==> config.mk <==
export PLATFORM = sky130hd
export DESIGN_NAME = uart_mmio
export DESIGN_NICKNAME = d
export VERILOG_FILES = /design/src/rtl/uart_mmio_pkg.sv /design/src/rtl/uart_mmio_sync_fifo.sv /design/src/rtl/uart_mmio.sv
export SDC_FILE = /design/constraint.sdc
export NUM_CORES = 1
export LEC_CHECK = 0
export BUFFER_PORTS_ARGS = -buffer_cell sky130_fd_sc_hd__buf_2
export CAP_MARGIN = 20
export CORE_MARGIN = 2
export CORE_UTILIZATION = 50
export CTS_CLUSTER_SIZE = 8
export DETAILED_ROUTE_END_ITERATION = 7
export GPL_ROUTABILITY_DRIVEN = 0
export GPL_TIMING_DRIVEN = 0
export PLACE_DENSITY = 0.68
export RECOVER_POWER = 100
export SETUP_SLACK_MARGIN = 0.05
export SYNTH_ARGS = -nofsm -noshare
export SYNTH_HDL_FRONTEND = slang
export SYNTH_HIERARCHICAL = 1
export SYNTH_SLANG_ARGS = --single-unit
==> constraint.sdc <==
create_clock -name clk -period 3.7 [get_ports clk]
set_input_delay 0.37 -clock clk [delete_from_list [all_inputs] [get_ports clk]]
set_output_delay 0.37 -clock clk [all_outputs]
set_load 0.01 [all_outputs]
==> src/rtl/uart_mmio_pkg.sv <==
// Shared definitions for the UART memory-mapped register block: register
// map, STATUS/CTRL/CLEAR bit positions and the STATUS word packer.
package uart_mmio_pkg;

    typedef enum logic [1:0] {
        REG_DATA   = 2'd0,
        REG_STATUS = 2'd1,
        REG_CTRL   = 2'd2,
        REG_CLEAR  = 2'd3
    } reg_addr_e;

    // STATUS bit positions
    localparam int ST_RX_NONEMPTY = 0;
    localparam int ST_RX_FULL     = 1;
    localparam int ST_TX_EMPTY    = 2;
    localparam int ST_TX_FULL     = 3;
    localparam int ST_RX_OVERRUN  = 4;
    localparam int ST_TX_DROP     = 5;
    localparam int ST_RX_COUNT_LO = 8;
    localparam int ST_TX_COUNT_LO = 16;

    // CTRL bit positions
    localparam int CTRL_RX_IRQ_EN = 0;
    localparam int CTRL_TX_IRQ_EN = 1;

    // CLEAR bit positions
    localparam int CLR_RX_OVERRUN = 0;
    localparam int CLR_TX_DROP    = 1;

    // DATA read: bit 31 flags that a byte was actually popped
    localparam int DATA_VALID_BIT = 31;

    function automatic logic [31:0] pack_status(
        input logic       rx_nonempty,
        input logic       rx_full,
        input logic       tx_empty,
        input logic       tx_full,
        input logic       rx_overrun,
        input logic       tx_drop,
        input logic [7:0] rx_count,
        input logic [7:0] tx_count
    );
        logic [31:0] w;
        w = '0;
        w[ST_RX_NONEMPTY] = rx_nonempty;
        w[ST_RX_FULL]     = rx_full;
        w[ST_TX_EMPTY]    = tx_empty;
        w[ST_TX_FULL]     = tx_full;
        w[ST_RX_OVERRUN]  = rx_overrun;
        w[ST_TX_DROP]     = tx_drop;
        w[ST_RX_COUNT_LO +: 8] = rx_count;
        w[ST_TX_COUNT_LO +: 8] = tx_count;
        return w;
    endfunction

endpackage

==> src/rtl/uart_mmio_sync_fifo.sv <==
// Synchronous FIFO with registered pointers/count. A pop on an empty FIFO is
// ignored; a push on a full FIFO is accepted only when a pop happens in the
// same cycle, so simultaneous pop+push at full keeps the count unchanged.
module sync_fifo #(
    parameter int WIDTH = 8,
    parameter int DEPTH = 16
) (
    input  logic                     clk,
    input  logic                     reset,
    input  logic                     push,
    input  logic                     pop,
    input  logic [WIDTH-1:0]         din,
    output logic                     full,
    output logic                     empty,
    output logic [$clog2(DEPTH):0]   count,
    output logic [WIDTH-1:0]         head
);
    localparam int AW = $clog2(DEPTH);
    localparam int CW = AW + 1;

    logic [WIDTH-1:0] mem [DEPTH];
    logic [AW-1:0]    wr_ptr;
    logic [AW-1:0]    rd_ptr;
    logic             do_push;
    logic             do_pop;

    assign full    = (count == CW'(DEPTH));
    assign empty   = (count == '0);
    assign do_pop  = pop & ~empty;
    assign do_push = push & (~full | do_pop);
    // Gate the head so an empty FIFO presents zero rather than stale storage
    assign head    = empty ? '0 : mem[rd_ptr];

    // Storage write; contents need no reset since count gates visibility
    always_ff @(posedge clk) begin
        if (!reset && do_push) mem[wr_ptr] <= din;
    end

    // Pointer and occupancy update; pointers wrap naturally (power-of-two depth)
    always_ff @(posedge clk) begin
        if (reset) begin
            wr_ptr <= '0;
            rd_ptr <= '0;
            count  <= '0;
        end else begin
            if (do_push) wr_ptr <= wr_ptr + 1'b1;
            if (do_pop)  rd_ptr <= rd_ptr + 1'b1;
            count <= count + CW'(do_push) - CW'(do_pop);
        end
    end

endmodule

==> src/rtl/uart_mmio.sv <==
// Memory-mapped front end for a UART: RX/TX byte FIFOs, sticky error flags,
// interrupt enables and a registered single-cycle read port.
module uart_mmio
    import uart_mmio_pkg::*;
#(
    parameter int FIFO_DEPTH = 16
) (
    input  logic        clk,
    input  logic        reset,
    input  logic [1:0]  addr,
    input  logic        wr_en,
    input  logic [31:0] wdata,
    input  logic        rd_en,
    output logic [31:0] rdata,
    output logic        rd_valid,
    output logic [7:0]  tx_data,
    output logic        tx_transmit,
    input  logic        tx_fetch,
    input  logic [7:0]  rx_data,
    input  logic        rx_received,
    output logic        irq
);
    localparam int CW = $clog2(FIFO_DEPTH) + 1;

    logic          rx_full, rx_empty, tx_full, tx_empty;
    logic [CW-1:0] rx_count, tx_count;
    logic [7:0]    rx_head;
    logic          rx_overrun, tx_drop;
    logic          rx_irq_en, tx_irq_en;

    logic is_data, is_ctrl, is_clear;
    logic rx_pop_req, rx_pop_eff, tx_push_req, tx_pop_eff;
    logic ovr_set, drop_set, ovr_clr, drop_clr;
    logic [31:0] rd_word;
    logic unused_wdata;

    assign unused_wdata = ^wdata[31:2];

    assign is_data  = (addr == REG_DATA);
    assign is_ctrl  = (addr == REG_CTRL);
    assign is_clear = (addr == REG_CLEAR);

    assign rx_pop_req  = rd_en & is_data;
    assign rx_pop_eff  = rx_pop_req & ~rx_empty;
    assign tx_push_req = wr_en & is_data;
    assign tx_pop_eff  = tx_fetch & ~tx_empty;

    // A full FIFO only loses data when no pop frees a slot in the same cycle
    assign ovr_set  = rx_received & rx_full & ~rx_pop_eff;
    assign drop_set = tx_push_req & tx_full & ~tx_pop_eff;
    assign ovr_clr  = wr_en & is_clear & wdata[CLR_RX_OVERRUN];
    assign drop_clr = wr_en & is_clear & wdata[CLR_TX_DROP];

    sync_fifo #(.WIDTH(8), .DEPTH(FIFO_DEPTH)) u_rx_fifo (
        .clk   (clk),
        .reset (reset),
        .push  (rx_received),
        .pop   (rx_pop_req),
        .din   (rx_data),
        .full  (rx_full),
        .empty (rx_empty),
        .count (rx_count),
        .head  (rx_head)
    );

    sync_fifo #(.WIDTH(8), .DEPTH(FIFO_DEPTH)) u_tx_fifo (
        .clk   (clk),
        .reset (reset),
        .push  (tx_push_req),
        .pop   (tx_fetch),
        .din   (wdata[7:0]),
        .full  (tx_full),
        .empty (tx_empty),
        .count (tx_count),
        .head  (tx_data)
    );

    assign tx_transmit = ~tx_empty;
    assign irq = (rx_irq_en & ~rx_empty) | (tx_irq_en & tx_empty);

    // Read mux over pre-edge state; DATA returns the head being popped
    always_comb begin
        rd_word = '0;
        case (addr)
            REG_DATA: begin
                if (!rx_empty) begin
                    rd_word[7:0]           = rx_head;
                    rd_word[DATA_VALID_BIT] = 1'b1;
                end
            end
            REG_STATUS: rd_word = pack_status(~rx_empty, rx_full, tx_empty, tx_full,
                                              rx_overrun, tx_drop,
                                              8'(rx_count), 8'(tx_count));
            REG_CTRL: begin
                rd_word[CTRL_RX_IRQ_EN] = rx_irq_en;
                rd_word[CTRL_TX_IRQ_EN] = tx_irq_en;
            end
            default: rd_word = '0;
        endcase
    end

    // Registered read port; rdata holds between reads
    always_ff @(posedge clk) begin
        if (reset) begin
            rdata    <= '0;
            rd_valid <= 1'b0;
        end else begin
            rd_valid <= rd_en;
            if (rd_en) rdata <= rd_word;
        end
    end

    // Sticky error flags (set wins over clear) and interrupt enables
    always_ff @(posedge clk) begin
        if (reset) begin
            rx_overrun <= 1'b0;
            tx_drop    <= 1'b0;
            rx_irq_en  <= 1'b0;
            tx_irq_en  <= 1'b0;
        end else begin
            rx_overrun <= (rx_overrun & ~ovr_clr) | ovr_set;
            tx_drop    <= (tx_drop & ~drop_clr) | drop_set;
            if (wr_en && is_ctrl) begin
                rx_irq_en <= wdata[CTRL_RX_IRQ_EN];
                tx_irq_en <= wdata[CTRL_TX_IRQ_EN];
            end
        end
    end

endmodule
==> summary by stage <==
Synthesis
The most common flop cell mapped by yosys is sky130_fd_sc_hd__edfxtp_1. The post-synthesis cell type with the largest combined area is sky130_fd_sc_hd__edfxtp_1. The area share of the largest cell type after synthesis is between 50% and 60%.

The post-synthesis sequential area ratio is between 60% and 70%. In the synthesized netlist the async set-or-reset flop fraction comes to 0%. The instance count of the mapped netlist is 739. The number of synthesized flops with an enable pin is between 200 and 300. Yosys printed 6 warnings. The post-synthesis register bit count is 314. The number of distinct library cell variants in the gate-level netlist after synthesis is between 50 and 60.

Yosys attributes the largest share of cell area to sky130_fd_sc_hd__edfxtp_1, sky130_fd_sc_hd__dfxtp_1, sky130_fd_sc_hd__mux4_2, sky130_fd_sc_hd__mux4_1, sky130_fd_sc_hd__ha_1. The synthesized area divided by synthesized cell count is about 17 um^2. In this run the cell area of the synthesized design comes to 12800 um^2.

Detailed routing
The residual antenna-violating net count after detailed routing is 0. The final route contains slightly below 7000 vias. Summed over all layers, the routed wires come to roughly 25000 um. In the routed design, unresolved DRC markers number 0.

Dividing the detail-routed via count by the number of cells gives between 5 and 6. After the first detailed-routing iteration, the DRC count stood at around 620. The first detailed-routing pass ran for 5 iterations. The final routed wire length divided by cell count is around 21 um.

Global route
The maximum number of pins on one net before global-route repair is 19. Global routing used between 10% and 20% of the available tracks across all layers. The first-pass GRT wire length is just under 40000 um. After global routing the overflow that remains totals 0. The number of antenna violations at the first check in global routing is 1. The via count of the first global-routing pass was slightly above 7000.

Hold path
The startpoint of the worst hold path is wr_en. In this run the worst hold path is classified as in2reg.

Power
The leakage component of the power is just under 5 nW. The worst-case IR drop observed on VDD is around 0.36 mV. The total power consumption of the routed design is about 9.1 mW.

The power per unit of standard cell area is 616 nW/um^2.

Placed design
The count of input and output buffers is 52. In this run the cell area measured after placement is between 10000 and 15000 um^2. The placed wire-length estimate is approximately 17000 um.

STA
The timing-limited maximum frequency is about 0.31 GHz. The number of setup violations in the final report is 0. The total count of hold-check failures in the final report is 0. The final clock period utilization by the worst path is between 80% and 90%. The worst slew margin relative to its limit is -7.29%.

For the final routed database, the setup TNS stands at 0 ps. The measured slew at the worst slew-check pin is approximately 1600 ps. Setup repair after global routing left no endpoint under its margin. The minimum clock period after layout is between 3000 and 4000 ps. The final max-slew violation count is 56. For the final database, setup skew stands at 16.3 ps.

Cells and area
From synthesis to final layout, the design area changed by 15.1%. The total area of sequential cells is 8850 um^2. The final instance area is ~15000 um^2.

The repair_antennas step left the layout with diodes totalling 0. The share of final-layout standard cells stronger than drive strength 1 is between 10% and 20%. The footprint of the multi-input gates is between 3000 and 4000 um^2. After filler insertion, the fill cell instance count of the layout stands at 1885.

For this run, the post-layout net count is just over 900.

Clocking
The maximum number of buffers from clock root to sink is 3. The clock sink count is about 310. TritonCTS built the clock tree. The H-tree was split into 2 levels. The cell sitting at the root of the clock tree is a sky130_fd_sc_hd__clkbuf_16. Buffers added to address setup during post-CTS repair amount to 0.

The clock transition at the registers of the reported paths is approximately 50 ps. The number of instances resized during post-cts repair is 0. Buffers inserted to repair hold after CTS numbered 0.

The number of buffers added by the clock tree synthesis step is 45. For the worst-skew pair, the clock arrives at the later sink with an insertion delay of roughly 530 ps.

Worst setup path
The worst endpoint required time is roughly 4100 ps. The type of destination of the critical path is a flip-flop. STA classifies the critical path startpoint as a flip-flop. The arrival time at the worst endpoint is about 3600 ps. Tracing the worst setup path back leads to its startpoint at u_tx_fifo/count[2]. Along the worst path, the maximum fanout reaches 3.

The category of the most critical setup path is reg2reg. The worst register-to-register path begins at u_tx_fifo/count[2].

Die
The placeable core area is between 20000 and 30000 um^2. The initial standard-cell utilization of the core is about half. The die covers between 20000 and 30000 um^2.

The floorplan has 58 rows. The die is roughly 160 um tall. The number of top-level design ports is 91. The die is 164 um wide.

Run status
The run finished, with violations left. The final reports fail on capacitance limit, slew limit.

Run
The tool flagged a number of max-cap violations equal to 8.
-- per-layer routing --
metal	GRT usage, %	vias up	share of wire [%]	routed length [um]
li1	-	3107	-	-
met1	26.8	3422	44	11100
met2	30.5	221	47	11800
met3	4.27	60	6.6	1670
met4	6.22	0	2.9	729
met5	0	-	0	0
-- through the flow --
stage          cells  utilization [%]  setup WS, ps  hold slack (ps)
2_1_floorplan    751                -           795              439
3_3_place_gp    1133             53.8           563              463
3_5_place_dp    1141             54.1           451              460
4_1_cts         1212             59.1           531              195
5_1_grt         1212             58.6           315              229
6_report        1212             58.6           518              228
-- cells by family (layout without fill, tap and decap cells) --
group,count (synthesis),count (layout),synth area share (%)
flip-flops,314,314,69.0
AND/OR/NAND/NOR,134,134,5.27
multiplexers,102,102,15.1
AO/OA/AOI/OAI,77,77,3.68
buffers and inverters,71,202,3.29
adder cells (fa/ha/maj),24,24,2.46
XOR/XNOR,16,16,1.09
other,1,13,0.0293
-- worst max-delay path: stages (launching register included) --
cell                       delay, ps
sky130_fd_sc_hd__dfxtp_1         330
sky130_fd_sc_hd__inv_1            90
sky130_fd_sc_hd__ha_1            160
sky130_fd_sc_hd__or4b_1          500
sky130_fd_sc_hd__and2_1          190
sky130_fd_sc_hd__clkbuf_1        130
sky130_fd_sc_hd__ha_1            280
sky130_fd_sc_hd__inv_1            40
sky130_fd_sc_hd__ha_1            200
sky130_fd_sc_hd__fa_1            440
sky130_fd_sc_hd__a21oi_1         170
sky130_fd_sc_hd__nor2_1           60
sky130_fd_sc_hd__or3_1           350
sky130_fd_sc_hd__a21oi_1         150
-- power by group --
part           internal [mW]  switching [mW]
clock network           2.23            1.39
registers               3.94          0.0820
logic                  0.662           0.799
total                   6.83            2.27
-- synthesized netlist by cell type, types with 11 or more instances --
cell type,count
sky130_fd_sc_hd__nor3_1,16
sky130_fd_sc_hd__buf_2,11
sky130_fd_sc_hd__dfxtp_1,58
sky130_fd_sc_hd__ha_1,22
sky130_fd_sc_hd__a21oi_1,29
sky130_fd_sc_hd__mux4_1,26
sky130_fd_sc_hd__nor2_1,50
sky130_fd_sc_hd__mux4_2,38
sky130_fd_sc_hd__buf_4,17
sky130_fd_sc_hd__edfxtp_1,256
sky130_fd_sc_hd__inv_1,21
sky130_fd_sc_hd__nand2_1,29
sky130_fd_sc_hd__mux2i_1,20
sky130_fd_sc_hd__nor2b_1,11
sky130_fd_sc_hd__mux2_2,18
sky130_fd_sc_hd__clkbuf_1,12
-- placed cells by master (no fill, tap or decap), types with 7 or more instances in the layout --
cell,n
sky130_fd_sc_hd__o21ai_0,11
sky130_fd_sc_hd__xor2_1,8
sky130_fd_sc_hd__edfxtp_1,256
sky130_fd_sc_hd__nor2_1,51
sky130_fd_sc_hd__conb_1,13
sky130_fd_sc_hd__a22o_1,10
sky130_fd_sc_hd__mux2_2,18
sky130_fd_sc_hd__clkbuf_16,45
sky130_fd_sc_hd__nand2_1,29
sky130_fd_sc_hd__buf_2,16
sky130_fd_sc_hd__inv_1,23
sky130_fd_sc_hd__buf_4,17
sky130_fd_sc_hd__ha_1,22
sky130_fd_sc_hd__mux4_2,38
sky130_fd_sc_hd__nor3_1,16
sky130_fd_sc_hd__nor2b_1,11
sky130_fd_sc_hd__mux4_1,26
sky130_fd_sc_hd__o21ai_1,7
sky130_fd_sc_hd__dfxtp_1,58
sky130_fd_sc_hd__clkbuf_1,89
sky130_fd_sc_hd__mux2i_1,20
sky130_fd_sc_hd__a21oi_1,29
sky130_fd_sc_hd__xnor2_1,8
-- state kept, by name, indices dropped and copies added (netlist names), named ones only --
name              count
u_tx_fifo/count       5
u_rx_fifo/mem       128
rdata                19
u_tx_fifo/mem       128
u_rx_fifo/wr_ptr      4
tx_drop               1
u_rx_fifo/count       5
u_tx_fifo/rd_ptr      4
tx_irq_en             1
rd_valid              1
u_tx_fifo/wr_ptr      4
u_rx_fifo/rd_ptr      4
rx_overrun            1
rx_irq_en             1
-- final cells by class --
| cell class | count | share of cell area, % |
|---|---|---|
| plain buffers | 48 | 2.26 |
| clock buffers | 67 | 8.19 |
| clock inverters | 4 | 0.339 |
| inverters | 23 | 0.585 |
| multi-input cells | 366 | 24.3 |
| flip-flops and latches | 314 | 60.0 |
| well taps | 330 | 2.80 |
| repair buffers | 60 | 1.59 |
-- final timing paths --
check / endpoint / slack [ps] / cells after the start
setup / recovery: u_tx_fifo/count[4] / 520 / 13
setup reg to reg: u_tx_fifo/count[4] / 520 / 13
hold / removal: tx_drop / 230 / 4
hold reg to reg: rdata[19] / 480 / 1
Note: power is estimated with default switching activity, not from simulation.
